## config.mk

```make
export PLATFORM = sky130hd
export DESIGN_NAME = tbird_seq_lights
export DESIGN_NICKNAME = d
export VERILOG_FILES = /design/src/rtl/tbird_seq_lights.sv
export SDC_FILE = /design/constraint.sdc
export NUM_CORES = 1
export LEC_CHECK = 0
export BUFFER_PORTS_ARGS = -buffer_cell sky130_fd_sc_hd__buf_2
export CORE_MARGIN = 8
export CORE_UTILIZATION = 40
export DETAILED_ROUTE_END_ITERATION = 8
export REMOVE_ABC_BUFFERS = 1
export SLEW_MARGIN = 20
export SYNTH_ARGS = -nofsm -noshare
export SYNTH_HDL_FRONTEND = slang
export SYNTH_SLANG_ARGS = --single-unit
```

## constraint.sdc

```tcl
create_clock -name clk -period 1.7 [get_ports clk]
set_input_delay 0.17 -clock clk [delete_from_list [all_inputs] [get_ports clk]]
set_output_delay 0.17 -clock clk [all_outputs]
set_load 0.01 [all_outputs]
```

## src/rtl/tbird_seq_lights.sv

```systemverilog
// Thunderbird-style tail-light sequencer: N lamps per side,
// thermometer turn sequence, one-step hazard flash, brake overlay.
module tbird_seq_lights #(
    parameter int N_LAMPS  = 3,
    parameter int TICK_DIV = 1
) (
    input  logic               clk,
    input  logic               rst_b,
    input  logic               left,
    input  logic               right,
    input  logic               haz,
    input  logic               brake,
    output logic [N_LAMPS-1:0] l_lights,
    output logic [N_LAMPS-1:0] r_lights,
    output logic               busy
);

    localparam int PW = $clog2(N_LAMPS + 1);
    localparam int CW = (TICK_DIV > 1) ? $clog2(TICK_DIV) : 1;

    localparam logic [1:0] IDLE = 2'd0;
    localparam logic [1:0] LSEQ = 2'd1;
    localparam logic [1:0] RSEQ = 2'd2;
    localparam logic [1:0] HAZ  = 2'd3;

    if (N_LAMPS < 2) begin : g_bad_lamps
        $error("tbird_seq_lights: N_LAMPS must be >= 2");
    end
    if (TICK_DIV < 1) begin : g_bad_div
        $error("tbird_seq_lights: TICK_DIV must be >= 1");
    end

    logic [CW-1:0]      cnt_q, cnt_d;
    logic [1:0]         mode_q, mode_d;
    logic [PW-1:0]      pos_q, pos_d;
    logic [N_LAMPS-1:0] l_q, l_d;
    logic [N_LAMPS-1:0] r_q, r_d;
    logic               busy_q, busy_d;
    logic [N_LAMPS-1:0] therm;
    logic [N_LAMPS-1:0] brk;
    logic               tick;

    assign tick = (cnt_q == CW'(TICK_DIV - 1));

    always_comb begin
        cnt_d = tick ? '0 : cnt_q + CW'(1);
    end

    always_comb begin
        mode_d = mode_q;
        pos_d  = pos_q;
        if (tick) begin
            unique case (mode_q)
                IDLE: begin
                    if (haz | (left & right)) begin
                        mode_d = HAZ;
                    end else if (left) begin
                        mode_d = LSEQ;
                        pos_d  = PW'(1);
                    end else if (right) begin
                        mode_d = RSEQ;
                        pos_d  = PW'(1);
                    end
                end
                LSEQ, RSEQ: begin
                    if (haz) begin
                        mode_d = HAZ;
                        pos_d  = '0;
                    end else if (pos_q == PW'(N_LAMPS)) begin
                        mode_d = IDLE;
                        pos_d  = '0;
                    end else begin
                        pos_d = pos_q + PW'(1);
                    end
                end
                HAZ: begin
                    mode_d = IDLE;
                    pos_d  = '0;
                end
            endcase
        end
    end

    // Lamps follow the next state so they change on the same edge as mode.
    always_comb begin
        therm = '0;
        for (int i = 0; i < N_LAMPS; i++) begin
            therm[i] = (i < int'(pos_d));
        end
    end

    assign brk = brake ? '1 : '0;

    always_comb begin
        l_d    = brk;
        r_d    = brk;
        busy_d = (mode_d != IDLE);
        unique case (mode_d)
            IDLE: begin
                l_d = brk;
                r_d = brk;
            end
            LSEQ: begin
                l_d = therm;
                r_d = brk;
            end
            RSEQ: begin
                l_d = brk;
                r_d = therm;
            end
            HAZ: begin
                l_d = '1;
                r_d = '1;
            end
        endcase
    end

    always_ff @(posedge clk or negedge rst_b) begin
        if (!rst_b) begin
            cnt_q  <= '0;
            mode_q <= IDLE;
            pos_q  <= '0;
            l_q    <= '0;
            r_q    <= '0;
            busy_q <= 1'b0;
        end else begin
            cnt_q  <= cnt_d;
            mode_q <= mode_d;
            pos_q  <= pos_d;
            l_q    <= l_d;
            r_q    <= r_d;
            busy_q <= busy_d;
        end
    end

    assign l_lights = l_q;
    assign r_lights = r_q;
    assign busy     = busy_q;

endmodule

```

==> qor.csv <==
stage,metric,value,unit
final_layout,n_diodes,0,
cts,total CTS buffers,3,
timing,Fmax,644,MHz
power_and_ir_drop,Pwr per Cell Area,2140,nW/µm²
run,max cap viols,0,
die,Die W,52.1,µm
min_path,hold crit path type,in -> async,
power_and_ir_drop,Final Power,1.39,mW
timing,"Worst Setup Slack, final",146,ps
die,row cnt,13,
die,IO Pins,13,
die,Starting Density,0.417,
final_layout,Layout Nets,76,
final_layout,final non-filler cell total,82,
worst_setup_path,path depth of the worst reg2reg path,6,
logic_synthesis,number of distinct library cells after synthesis,18,
placed_design,pre-CTS WS,119,ps
cts,clk root buf,clkbuf_4,
timing,setup TNS,0,ps
power_and_ir_drop,maximum vdd ir drop,0.000958,V
logic_synthesis,Synth warnings,0,
timing,count of final hold-check violations,0,
worst_setup_path,CP Data Required Time,1850,ps
worst_setup_path,Worst EP arrival,1710,ps
timing,Rel. slew slack,0.786,
global_routing,All-Layer GR Usage,0.0972,
cts,clock tree sinks,11,
timing,final setup vio count,0,
placed_design,Placed Cells,76,
timing,fin crit period,1550,ps
global_routing,first-pass GRT wire length,1930,µm
logic_synthesis,syn_area_per_cell,10.6,µm²
worst_setup_path,CP endpoint kind,register,
cts,H-tree depth,1,
timing,"Slew Viols, Final",0,
placed_design,port buffer count,12,
cts,"Clk pin slew, worst setup/hold paths",70,ps
timing,Slew @ Worst Pin,318,ps
worst_setup_path,critical path peak fanout,3,
worst_setup_path,R2R Setup Slk,150,ps
logic_synthesis,sequential share of the synthesized area,0.528,
detailed_routing,Detail Route Antenna Nets,0,
global_routing,initial antenna violation count,0,
global_routing,vias in the first global route,453,
final_layout,Fillers,112,
detailed_routing,initial DRC count,15,
die,Die Area,2720,µm²
placed_design,gp weighted congestion,0.789,
final_layout,layout cells sized above 1,0.358,
detailed_routing,via count,434,
worst_setup_path,R2R Path Start,mode_q[1],
cts,clk_lat worst skew,270,ps
power_and_ir_drop,Pleak,0.316,nW
placed_design,dpl hpwl,851,µm
worst_setup_path,Startpoint Class,register,
logic_synthesis,"Cell Area, Synth",522,µm²
detailed_routing,final WL,1100,µm
worst_setup_path,CP Class,reg -> reg,
detailed_routing,DRC,0,
global_routing,Congestion Overflow GR,0,
die,die height,52.1,µm
cts,CTS max path bufs,2,
run_status,status,"complete, no violations",
timing,fraction of the cycle the final worst path needs,0.914,
detailed_routing,DR pass1 iterations,4,
logic_synthesis,Mapped Cells,49,
timing,clock skew,1.51,ps
die,Core Area,1250,µm²
cts,CTS tree,done,
final_layout,Synth-to-Final Area Change,25.2,%
timing,RSZ-0062 raised after global routing,no,
detailed_routing,WL/cell,13.5,µm
logic_synthesis,#FFs+latches synth,11,
global_routing,pin count of the biggest net entering global routing,12,
worst_setup_path,reg-to-reg endpoint,l_lights[0],
detailed_routing,Avg Vias per Cell,5.29,
[per-stage QoR]
stage,cell area (µm²),hold slack (ps),util
after detailed placement,601,53.5,0.480
after CTS,637,292,0.508
after floorplan,522,-126,-
final,653,289,0.521
after global placement,601,45.9,0.480
after global routing,653,320,0.521
[synth_stat cells (all sizes together)]
cell type,instances,share of area
a211oi,2,0.029
a21oi,2,0.019
a221o,1,0.019
a31oi,6,0.072
dfrtp,11,0.53
ha,2,0.048
inv,10,0.072
nand2,4,0.029
nand3,1,0.0096
nand4bb,1,0.022
nor2,1,0.0072
nor2b,1,0.012
nor4b,1,0.017
o211a,1,0.019
o221a,2,0.043
o22a,2,0.038
xor2,1,0.017
[report_power, final]
| group | internal [mW] | switching, mW | leakage, nW |
|---|---|---|---|
| clock | 0.0909 | 0.0857 | 0.0150 |
| combinational | 0.332 | 0.429 | 0.172 |
| sequential | 0.402 | 0.0553 | 0.129 |
[routing by layer]
metal | wire length, µm | GRT usage | up-vias
met3 | 66 | 0.0513 | 4
met5 | 0 | 0 | -
met1 | 439 | 0.0995 | 208
li1 | - | - | 212
met2 | 571 | 0.156 | 10
met4 | 26 | 0.0531 | 0
[worst max-delay path by stage]
stage                    from          end  slack (ps)
floorplan           mode_q[0]  l_lights[0]         270
global placement    mode_q[0]  l_lights[0]         140
detailed placement  mode_q[0]  l_lights[2]         120
CTS                 mode_q[0]  l_lights[2]         110
global route        mode_q[1]  l_lights[2]          50
finish              mode_q[1]  l_lights[0]         150
[cell type report]
cell class                      instances  area [µm²]  area share
Sequential cell                        11         275       0.421
Multi-Input combinational cell         28         218       0.333
Timing Repair Buffer                   14        77.6       0.119
Inverter                               10        37.5      0.0575
Clock buffer                            4        26.3      0.0402
Tap cell                               15        18.8      0.0287
[cell usage in the layout (no fill, tap or decap)]
cell type | synthesis | layout
buf_4 | 0 | 1
a21oi_1 | 2 | 2
nand3_1 | 1 | 1
a31oi_1 | 6 | 6
ha_2 | 0 | 1
inv_2 | 1 | 2
dlygate4sd3_1 | 0 | 1
nand2_1 | 4 | 4
inv_1 | 9 | 8
nor4b_2 | 0 | 1
buf_2 | 0 | 12
a221o_1 | 1 | 1
ha_1 | 2 | 1
nor2b_1 | 1 | 1
dfrtp_1 | 11 | 11
a211oi_1 | 2 | 2
xor2_1 | 1 | 1
nand4bb_1 | 1 | 1
nor2_1 | 1 | 1
clkbuf_1 | 0 | 1
clkbuf_4 | 0 | 3
o221a_2 | 2 | 2
o211a_1 | 1 | 1
o22a_2 | 2 | 2
[critical path, stage by stage (launching register included)]
cell and delay, ps:
dfrtp_1 400, inv_1 70, ha_2 280, nor4b_2 160
a221o_1 300, nor2_1 140, a31oi_1 90
[registers in the layout (all words and copies together), names as in the netlist]
name	flops
busy	1
pos_q	2
mode_q	2
r_lights	3
l_lights	3
[what timing repair did]
| item | 4_1_cts | 5_1_grt |
|---|---|---|
| resized for setup | 0 | 3 |
| setup buffers | 0 | 1 |
| hold endpoints to repair | 11 | 0 |
| endpoints found under the setup margin | 0 | 1 |
| hold buffers | 1 | 0 |
[kinds of logic after synthesis]
group | after synthesis | share of synthesized area
compound gates | 16 | 0.240
flops | 11 | 0.528
buf+inv | 10 | 0.0719
simple gates | 9 | 0.0959
fa+ha+maj | 2 | 0.0480
xor+xnor | 1 | 0.0168
Note: power is estimated with default switching activity, not from simulation.
